$ cat src/rtl/uart_rv.sv
// uart_rv: full-duplex 8N1 UART with ready/valid byte ports.
// Define UART_PARITY_EN for an 11-bit frame with an even parity bit.
module uart_rv #(
    parameter int CLOCK_FREQ = 125_000_000,
    parameter int BAUD_RATE  = 115_200
) (
    input  logic       clk,
    input  logic       reset,
    input  logic [7:0] data_in,
    input  logic       data_in_valid,
    output logic       data_in_ready,
    output logic [7:0] data_out,
    output logic       data_out_valid,
    input  logic       data_out_ready,
    input  logic       serial_in,
    output logic       serial_out
);

    localparam int SYMBOL_EDGE_TIME = CLOCK_FREQ / BAUD_RATE;
    localparam int SAMPLE_TIME      = SYMBOL_EDGE_TIME / 2;
    localparam int CW = (SYMBOL_EDGE_TIME > 1) ? $clog2(SYMBOL_EDGE_TIME) : 1;
    localparam logic [CW-1:0] SYM_LAST = CW'(SYMBOL_EDGE_TIME - 1);
    localparam logic [CW-1:0] SMP_LAST = CW'(SAMPLE_TIME - 1);
`ifdef UART_PARITY_EN
    localparam int FRAME_BITS = 11;
`else
    localparam int FRAME_BITS = 10;
`endif
    localparam logic [3:0] TX_LAST = 4'(FRAME_BITS - 1);

    typedef enum logic {
        TX_IDLE,
        TX_SEND
    } tx_state_t;

    typedef enum logic [2:0] {
        RX_IDLE,
        RX_START,
        RX_DATA,
`ifdef UART_PARITY_EN
        RX_PARITY,
`endif
        RX_STOP
    } rx_state_t;

    tx_state_t               tx_state;
    logic [FRAME_BITS-2:0]   tx_shift;
    logic [FRAME_BITS-1:0]   tx_frame;
    logic [3:0]              tx_bit;
    logic [CW-1:0]           tx_cyc;

    rx_state_t               rx_state;
    logic                    rx_s1;
    logic                    rx_s2;
    logic [CW-1:0]           rx_cyc;
    logic [2:0]              rx_bit;
    logic [7:0]              rx_shift;
`ifdef UART_PARITY_EN
    logic                    rx_par_ok;
`endif

    always_comb begin
`ifdef UART_PARITY_EN
        tx_frame = {1'b1, ^data_in, data_in, 1'b0};
`else
        tx_frame = {1'b1, data_in, 1'b0};
`endif
    end

    // Bit 0 of the frame goes straight to the line; the rest waits in tx_shift.
    always_ff @(posedge clk or posedge reset) begin
        if (reset) begin
            tx_state      <= TX_IDLE;
            tx_shift      <= '1;
            tx_bit        <= '0;
            tx_cyc        <= '0;
            serial_out    <= 1'b1;
            data_in_ready <= 1'b1;
        end else begin
            unique case (tx_state)
                TX_IDLE: begin
                    if (data_in_valid) begin
                        tx_shift      <= tx_frame[FRAME_BITS-1:1];
                        serial_out    <= tx_frame[0];
                        data_in_ready <= 1'b0;
                        tx_bit        <= '0;
                        tx_cyc        <= '0;
                        tx_state      <= TX_SEND;
                    end
                end
                TX_SEND: begin
                    if (tx_cyc == SYM_LAST) begin
                        tx_cyc <= '0;
                        if (tx_bit == TX_LAST) begin
                            serial_out    <= 1'b1;
                            data_in_ready <= 1'b1;
                            tx_state      <= TX_IDLE;
                        end else begin
                            tx_bit     <= tx_bit + 4'd1;
                            serial_out <= tx_shift[0];
                            tx_shift   <= {1'b1, tx_shift[FRAME_BITS-2:1]};
                        end
                    end else begin
                        tx_cyc <= tx_cyc + 1'b1;
                    end
                end
                default: tx_state <= TX_IDLE;
            endcase
        end
    end

    always_ff @(posedge clk or posedge reset) begin
        if (reset) begin
            rx_s1 <= 1'b1;
            rx_s2 <= 1'b1;
        end else begin
            rx_s1 <= serial_in;
            rx_s2 <= rx_s1;
        end
    end

    // A consume clears valid unless a new byte lands on the same edge.
    always_ff @(posedge clk or posedge reset) begin
        if (reset) begin
            rx_state       <= RX_IDLE;
            rx_cyc         <= '0;
            rx_bit         <= '0;
            rx_shift       <= '0;
            data_out       <= '0;
            data_out_valid <= 1'b0;
`ifdef UART_PARITY_EN
            rx_par_ok      <= 1'b0;
`endif
        end else begin
            if (data_out_ready)
                data_out_valid <= 1'b0;
            unique case (rx_state)
                RX_IDLE: begin
                    rx_cyc <= '0;
                    if (!rx_s2)
                        rx_state <= RX_START;
                end
                RX_START: begin
                    if (rx_cyc == SMP_LAST) begin
                        rx_cyc   <= '0;
                        rx_bit   <= '0;
                        rx_state <= rx_s2 ? RX_IDLE : RX_DATA;
                    end else begin
                        rx_cyc <= rx_cyc + 1'b1;
                    end
                end
                RX_DATA: begin
                    if (rx_cyc == SYM_LAST) begin
                        rx_cyc   <= '0;
                        rx_shift <= {rx_s2, rx_shift[7:1]};
                        rx_bit   <= rx_bit + 3'd1;
                        if (rx_bit == 3'd7) begin
`ifdef UART_PARITY_EN
                            rx_state <= RX_PARITY;
`else
                            rx_state <= RX_STOP;
`endif
                        end
                    end else begin
                        rx_cyc <= rx_cyc + 1'b1;
                    end
                end
`ifdef UART_PARITY_EN
                RX_PARITY: begin
                    if (rx_cyc == SYM_LAST) begin
                        rx_cyc    <= '0;
                        rx_par_ok <= (rx_s2 == ^rx_shift);
                        rx_state  <= RX_STOP;
                    end else begin
                        rx_cyc <= rx_cyc + 1'b1;
                    end
                end
`endif
                RX_STOP: begin
                    if (rx_cyc == SYM_LAST) begin
                        rx_cyc   <= '0;
                        rx_state <= RX_IDLE;
`ifdef UART_PARITY_EN
                        if (rx_s2 && rx_par_ok) begin
`else
                        if (rx_s2) begin
`endif
                            data_out       <= rx_shift;
                            data_out_valid <= 1'b1;
                        end
                    end else begin
                        rx_cyc <= rx_cyc + 1'b1;
                    end
                end
                default: rx_state <= RX_IDLE;
            endcase
        end
    end

endmodule

$ cat config.mk
export PLATFORM = sky130hd
export DESIGN_NAME = uart_rv
export DESIGN_NICKNAME = d
export VERILOG_FILES = /design/src/rtl/uart_rv.sv
export SDC_FILE = /design/constraint.sdc
export NUM_CORES = 1
export LEC_CHECK = 0
export ABC_CLOCK_PERIOD_IN_PS = 3600
export BUFFER_PORTS_ARGS = -buffer_cell sky130_fd_sc_hd__buf_2
export CORE_ASPECT_RATIO = 1.4
export CORE_UTILIZATION = 40
export CTS_BUF_LIST = sky130_fd_sc_hd__clkbuf_8
export CTS_CLUSTER_DIAMETER = 60
export DETAILED_ROUTE_END_ITERATION = 10
export GPL_TIMING_DRIVEN = 0
export PLACE_DENSITY = 0.63
export SYNTH_ARGS = -nofsm -noshare
export SYNTH_HDL_FRONTEND = slang
export SYNTH_SLANG_ARGS = --single-unit
$ cat constraint.sdc
create_clock -name clk -period 3.6 [get_ports clk]
set_clock_uncertainty 0.15 [all_clocks]
set_input_delay 0.36 -clock clk [delete_from_list [all_inputs] [get_ports clk]]
set_output_delay 0.36 -clock clk [all_outputs]
set_load 0.01 [all_outputs]
Word-level counts from Yosys, hierarchy flattened
Index checks and enable logic that the tools add are counted.

$add $sub $neg: 4. Multiply operators: 0. Divide/modulo/power cells: 0. Magnitude comparators: 0. Equality and inequality tests: 17. Shifts and indexed selects: 0. Mux-type cells: 39. Bitwise logic cells: 1. Reduce and logical (&&, ||, !) cells: 11.

Operators by type and width (number): $mux 11 (4); $pmux 11 s3 (1); $mux 9 (3); $add 11x1->11 const B (2); $eq 11x11->1 const B (2); $pmux 11 s2 (1); $mux 3 (7); $pmux 9 s2 (1); $ne 2x2->1 const B (7); $mux 1 (12); $mux 4 (3); $pmux 3 s4 (1); $reduce_and 3->1 (4); $eq 11x10->1 const B (1); $pmux 4 s2 (1); $eq 3x2->1 const B (2); $pmux 1 s2 (3); $pmux 3 s2 (1); $reduce_and 5->1 (1); $add 4x1->4 const B (1); $eq 4x4->1 const B (1); $ne 2x1->1 const B (2); $reduce_and 2->1 (2); $add 3x1->3 const B (1); 8 further kinds (8).

Bits in registers: 63. Bits in latches: 0. Memory bits (writable): 0. ROM bits: 0. Input port bits: 13. Output and inout port bits: 11. Word-level logic and storage cells: 86. Memories kept: 0.

Logic depth before layout (Yosys ltp)
Gate-level depths: netlist of run 1.

Depth in word-level cells: 4. Gate-level depth with buffers: 7. Depth with buffers taken out: 6.

Worst setup path before layout of run 1
Ideal clock, no wire load.

Path kind: register -> register. Start point: reg tx_cyc[6]. End point: reg tx_bit[3]. Library setup time: 0.078 ns. Data arrival time: 2.095 ns. Data required time: 3.372 ns. Path slack: 1.277 ns. Cell stages (with the launch flop): 6. Path buffers: 1. Period minus slack after synthesis: 2.323 ns. Cell sequence: dfrtp_1 -> or4_4 -> or4_1 -> buf_2 -> or3_1 -> a21oi_1.

Longest elaborated chain between the ends: 3.

Ends and longest elaborated chain: start, declared (RTL line 50) `logic [CW-1:0] tx_cyc;`; start signal, assigned (RTL line 104) `tx_cyc <= tx_cyc + 1'b1;`; $eq 11x11->1 (RTL line 92) `if (tx_cyc == SYM_LAST) begin`; $ne 2x1->1 (no line); $reduce_and 3->1 (no line); end signal, assigned (RTL line 99) `tx_bit <= tx_bit + 4'd1;`; end, declared (RTL line 49) `logic [3:0] tx_bit;`.

No other way between the ends. A chain may end at the register's enable or synchronous reset.

Worst setup path in the final report of run 1
Start point: reg tx_cyc[6]. End point: reg tx_shift[0].

Longest elaborated chain between the ends: 3.

Ends and longest elaborated chain: $eq 11x11->1 (RTL line 92); $ne 2x1->1 (no line); $reduce_and 3->1 (no line); end signal, assigned (RTL line 83) `tx_shift <= tx_frame[FRAME_BITS-1:1];`; end signal, assigned (RTL line 101) `tx_shift <= {1'b1, tx_shift[FRAME_BITS-2:1]};`; end, declared (RTL line 47) `logic [FRAME_BITS-2:0] tx_shift;`.

No other way between the ends.

==> flow_summary.yaml, run 1 <==
final_layout:
  drive_gt1_frac: 0.245
  most-common-layout-cells: "dfrtp_1 (49), nor2_1 (26), buf_2 (24)"
  antenna_cells: 0
  finalNetCount: 323
  stdcell_area_mm2: 0.00338
  area_delta_synth_final_pct: 16.8
  fillers: 632
  final_common_cell: "dfrtp_1"
  layoutNonFillerInstCount: 401
clocking:
  cts_root_buf: "clkbuf_8"
  cts_buffers: 9
  cts_tree: "done"
  cts.path.max_buffers: 2
  clock-sinks: 61
  holdBufCountCts: 2
  clock_latency_ns: 0.34
  post_cts_resized: 0
  clk_pin_slew_ns: 0.06
  cts_setup_buffers: 0
  htree_levels: 3
detailed_routing:
  antenna_left: 0
  routed_wl_um: 5370
  dr.pass1.iters: 4
  avgRoutedWirePerCell_um: 13.4
  drt_iter0_drc: 115
  route.vias.total: 2083
  vias_per_cell: 5.19
  drc: 0
pwr:
  power_w: 0.00140
  peakVddDrop_v: 0.000254
  p_leak_nw: 1.61
  powerDensity_mw_per_mm2: 413
global_route:
  grtUsageTotal: 0.161
  gr-total-overflow: 0
  grt_max_degree: 33
  grt_pass1_vias: 2034
  grt_pass1_wl_um: 9200
  grt_antenna_before_repair: 0
hold_path:
  hp-class: "in2reg"
job:
  max-cap-violations: 0
place:
  place_inst: 383
  gp_congestion: 0.821
  placed_area_mm2: 0.00314
  port_buffers: 22
  dp_hpwl_um: 3630
critical_path:
  worst_setup_path_end_kind: "flop"
  crit_type: "reg2reg"
  critPathMaxFanout: 10
  cp-start-kind: "flop"
  crit_required_ns: 3.71
  critPathArrivalTime_ns: 2.72
status:
  status: "finished clean"
floorplanning:
  placementRows: 36
  coreArea_mm2: 0.00698
  design.die.area_mm2: 0.00758
  io_pins: 24
  initial_core_util: 0.415
  die_w_um: 73.9
  die_h_um: 103
yosys:
  synth-simple-area-share: 0.156
  synth_top_family_by_area: "simple AND/OR/NAND/NOR gates"
  synth_area_leader_cell: "dfrtp_1"
  syn_nets: 287
  synth_fa_ha_area_frac: 0.0389
  syn-cell-area_mm2: 0.00289
  synth_top_cell_area_share: 0.424
  yosys.area_share.xor_xnor: 0.0272
  yosys-top-cells-area: "dfrtp_1 (42%), dfstp_2 (11%), mux2_2 (6.6%), ha_1 (3.9%), nor2_1 (3.4%)"
  synth-compound-area-share: 0.123
  synth.yosys.seq_area_share: 0.533
  muxShareOfSynthArea: 0.0904
  synthCells: 265
  yosys_warnings: 0
  ys_ff_latch: 61
  async_flop_share: 1.00
  syn_avg_cell_area_um2: 10.9
  synth.distinct_cells: 45
  synth_edf_count: 0
  synth_ff_type: "dfrtp_1"
sta:
  setup_viol: 0
  period_needed_ns: 2.61
  rsz0062_at_grt: "no"
  maxSlewHeadroom: 0.413
  final_max_slew_viol_count: 0
  finalSetupTns_ns: 0
  fin_crit_sh: 0.724
  final-hold-violation-count: 0
  max_slew.worst_pin.slew_ns: 0.869
  max_freq_mhz: 384
## final cells by class
type | instances | area (um2) | share of cell area
Timing Repair Buffer | 25 | 150 | 0.0444
Buffer | 11 | 43.8 | 0.0130
Clock buffer | 10 | 138 | 0.0407
Clock inverter | 6 | 78.8 | 0.0233
Tap cell | 95 | 119 | 0.0352
Inverter | 13 | 48.8 | 0.0144
Sequential cell | 61 | 1540 | 0.456
Multi-Input combinational cell | 180 | 1260 | 0.373
## cells by family (layout without fill, tap and decap cells)
kind of cell / after synthesis / after routing
and+or+nand+nor: 84 / 84
DFF: 61 / 61
AOI/OAI and AO/OA: 54 / 54
muxes: 24 / 24
buffers and inverters: 24 / 65
adders and majority gates: 9 / 9
xor gates and xnor gates: 9 / 9
## report_power, final
group	internal (W)	switching, W	leakage (nW)
clock	0.000402	0.000260	0.117
combinational	0.0000125	0.0000206	0.744
sequential	0.000696	0.00000367	0.747
total	0.00111	0.000285	1.61
## synth_stat cells (all sizes together), types with 2 or more instances
library cell  number
a21oi             13
nand4              6
xor2               7
o22ai              3
buf                2
clkbuf             9
o41ai              3
dfrtp             49
a32o               2
xnor2              2
a21o               2
ha                 9
nand3             11
nor2              26
mux2              17
a22o               6
inv               13
o21ai             13
a31oi              2
o31ai              4
nor4               2
or2                2
or4                2
and4               5
mux2i              7
and3b              2
and2               2
nor3               4
nand2             12
o2bb2ai            2
dfstp             12
or3                2
## state kept, by name, summed over array words and instances, names as in the netlist
signal,cells
data_in_ready,1
data_out,8
data_out_valid,1
rx_bit,3
rx_cyc,11
rx_s1,1
rx_s2,1
rx_shift,8
rx_state,2
serial_out,1
tx_bit,4
tx_cyc,11
tx_shift,8
tx_state,1
## per-layer routing
layer,track usage,wire length [um],up-vias
met3,0.0469,132,8
met4,0.0754,97,0
met5,0,0,-
met1,0.195,2390,1020
li1,-,-,1031
met2,0.264,2750,24
## critical path, stage by stage (launching register included)
cell,delay (ns)
dfrtp_1,0.43
or4_4,0.59
o41ai_1,0.84
buf_2,0.35
nor2_1,0.06
a21oi_1,0.12
## per-stage QoR
step | worst slack [ns] | hold WS (ns) | utilization
final | 0.993 | 0.107 | 0.484
after global placement | 0.812 | 0.200 | 0.447
after global routing | 0.830 | 0.140 | 0.484
after CTS | 0.954 | 0.0888 | 0.484
after detailed placement | 0.967 | 0.198 | 0.450
after floorplan | 1.28 | 0.195 | -
## worst paths after layout
kind / slack [ns] / start / to / cells past startpoint
max: 0.99 / tx_cyc[6]$_DFFE_PP0P_ / tx_shift[0]$_DFFE_PP1P_ / 5
min: 0.11 / data_in[7] / tx_shift[7]$_DFFE_PP1P_ / 3
max reg2reg: 0.99 / tx_cyc[6]$_DFFE_PP0P_ / tx_shift[0]$_DFFE_PP1P_ / 5
min reg2reg: 0.21 / rx_s1$_DFF_PP1_ / rx_s2$_DFF_PP1_ / 0
max in group asynchronous: 2.11 / reset / tx_shift[0]$_DFFE_PP1P_ / 4
min in group asynchronous: 0.52 / reset / rx_shift[4]$_DFFE_PP0P_ / 3
No activity file was read; power rests on OpenSTA's default activity.
==> run 2: changes to the inputs <==
--- a/config.mk
+++ b/config.mk
@@ -5,7 +5,7 @@
 export SDC_FILE = /design/constraint.sdc
 export NUM_CORES = 1
 export LEC_CHECK = 0
-export ABC_CLOCK_PERIOD_IN_PS = 3600
+export ABC_CLOCK_PERIOD_IN_PS = 2300
 export BUFFER_PORTS_ARGS = -buffer_cell sky130_fd_sc_hd__buf_2
 export CORE_ASPECT_RATIO = 1.4
 export CORE_UTILIZATION = 40
@@ -13,7 +13,7 @@
 export CTS_CLUSTER_DIAMETER = 60
 export DETAILED_ROUTE_END_ITERATION = 10
 export GPL_TIMING_DRIVEN = 0
-export PLACE_DENSITY = 0.63
+export PLACE_DENSITY = 0.65
 export SYNTH_ARGS = -nofsm -noshare
 export SYNTH_HDL_FRONTEND = slang
 export SYNTH_SLANG_ARGS = --single-unit
==> constraint.sdc (replaced) <==
create_clock -name clk -period 2.3 [get_ports clk]
set_clock_uncertainty 0.15 [all_clocks]
set_input_delay 0.23 -clock clk [delete_from_list [all_inputs] [get_ports clk]]
set_output_delay 0.23 -clock clk [all_outputs]
set_load 0.01 [all_outputs]
==> run 2 against run 1 <==
  * Sequential cell count is the same
  * Register-to-register slack got worse by 0.91 ns
  * Sequential power grew 57%
  * Count of clock-buffer cells in the layout did not move
  * Hold slack got worse by 0.076 ns
  * Sequential share of layout area shrank 1.8 points
  * Combinational power grew 66%
  * Critical path type unchanged
  * Critical endpoint is now tx_bit[3]$_DFFE_PP0P_
  * Largest cell class unchanged
  * Largest power group unchanged
  * Highest routed layer unchanged
==> flow_summary.yaml, run 2 (synthesized netlist as in run 1, its figures left out) <==
place:
  port_buffers: 22
  gp_congestion: 0.804
  placed_area_mm2: 0.00315
  dp_hpwl_um: 3680
clocking:
  htree_levels: 3
  cts_buffers: 9
  clk_pin_slew_ns: 0.07
  cts.path.max_buffers: 2
  clock_latency_ns: 0.34
  clock-sinks: 61
  cts_tree: "done"
  cts_root_buf: "clkbuf_8"
detailed_routing:
  route.vias.total: 2165
  dr.pass1.iters: 4
  vias_per_cell: 5.25
  avgRoutedWirePerCell_um: 14.0
  drc: 0
  drt_iter0_drc: 121
  routed_wl_um: 5750
  antenna_left: 0
final_layout:
  final_common_cell: "dfrtp_1"
  final_util: 0.504
  drive_gt1_frac: 0.312
  stdcell_area_mm2: 0.00352
  reg_top3: "rx_cyc x11, tx_cyc x11"
  antenna_cells: 0
  most-common-layout-cells: "dfrtp_1 (48), nor2_1 (26), buf_2 (23)"
  area_delta_synth_final_pct: 21.7
  finalNetCount: 334
floorplanning:
  initial_core_util: 0.415
  placementRows: 36
  coreArea_mm2: 0.00698
  die_w_um: 73.9
  die_h_um: 103
  io_pins: 24
  design.die.area_mm2: 0.00758
sta:
  period_needed_ns: 2.22
  maxSlewHeadroom: 0.546
  max_freq_mhz: 450
  finalSetupTns_ns: 0
  fin_crit_sh: 0.966
  final-hold-violation-count: 0
  final_max_slew_viol_count: 0
  setup_viol: 0
  max_slew.worst_pin.slew_ns: 0.682
  rsz0062_at_grt: "no"
pwr:
  peakVddDrop_v: 0.000433
  powerDensity_mw_per_mm2: 600
  power_w: 0.00211
  p_leak_nw: 1.66
critical_path:
  critPathMaxStageDelay_ns: 0.54
  cp-start-kind: "flop"
  critPathArrivalTime_ns: 2.34
  crit_required_ns: 2.42
  cp_top_family: "simple AND/OR/NAND/NOR gates"
  path_buf_inv: 0
  crit_type: "reg2reg"
  path_cells: "or4_4 -> or4_4 -> or3_4 -> a21oi_2"
  slowest_stage: "or4_4"
  crit_path_frequent_cell: "or4_4"
  critPathMaxFanout: 9
  worst_setup_path_end_kind: "flop"
global_route:
  grt_pass1_vias: 2096
  gr-total-overflow: 0
  grt_pass1_wl_um: 9470
  grt_max_degree: 41
  grt_antenna_before_repair: 0
  grtUsageTotal: 0.165
job:
  max-cap-violations: 0
status:
  status: "finished clean"
hold_path:
  hp-class: "in2reg"
## run 2: cell count changes in the layout (fill, tap and decap cells not counted), moves of 2 or more
cell,previous run,this run
dlygate4sd3_1,2,4
clkinvlp_4,0,3
clkbuf_1,9,6
buf_4,0,12
## run 2: path summary, 6_finish.rpt
| path | start | end | slack [ns] | cells after the start |
|---|---|---|---|---|
| max | tx_cyc[9]$_DFFE_PP0P_ | tx_bit[3]$_DFFE_PP0P_ | 0.08 | 4 |
| min | data_in[2] | tx_shift[2]$_DFFE_PP1P_ | 0.03 | 3 |
| max reg2reg | tx_cyc[9]$_DFFE_PP0P_ | tx_bit[3]$_DFFE_PP0P_ | 0.08 | 4 |
| min reg2reg | rx_s1$_DFF_PP1_ | rx_s2$_DFF_PP1_ | 0.21 | 0 |
| max in group asynchronous | reset | rx_s1$_DFF_PP1_ | 1.06 | 4 |
| min in group asynchronous | reset | tx_cyc[2]$_DFFE_PP0P_ | 0.31 | 3 |
## run 2: stage by stage
step                      hold slack (ns)  instances  worst slack [ns]
final                              0.0310        412            0.0790
after detailed placement            0.124        383            -0.360
after global placement              0.190        382            -0.324
after global routing               0.0337        412           0.00601
after floorplan                    0.0845        265            0.0652
after CTS                          0.0167        406           0.00349
## run 2: worst min-delay path, delay by kind of cell
kind	cells	cell delay, ns
AO/OA/AOI/OAI	1	0.08
buffers and inverters	1	0.09
multiplexers	1	0.11
## run 2: final cells by class
class	instances	area, um2
plain buffers	8	35.0
clock buffers	10	138
clock inverters	6	62.6
fillers	622	3460
inverters	13	48.8
multi-input cells	180	1320
flip-flops and latches	61	1540
well taps	95	119
repair buffers	39	260
## run 2: timing repair
action                                  in CTS  in global routing
hold buffers                                 4                  0
resized for setup                            6                 10
endpoints found under the setup margin      26                 33
pin swaps                                    2                  1
setup buffers                                4                  8
hold endpoints to repair                    15                  0
## run 2: metal layers
layer	GRT usage	vias up	wire length (um)
met1	0.197	1076	2440
met2	0.278	32	3050
met4	0.0917	0	87
met5	0	-	0
li1	-	1050	-
met3	0.0313	7	180
## run 2: where the power goes
part	switching [W]	internal, W
logic	0.0000327	0.0000220
registers	0.00000625	0.00109
clock network	0.000438	0.000525
total	0.000477	0.00164
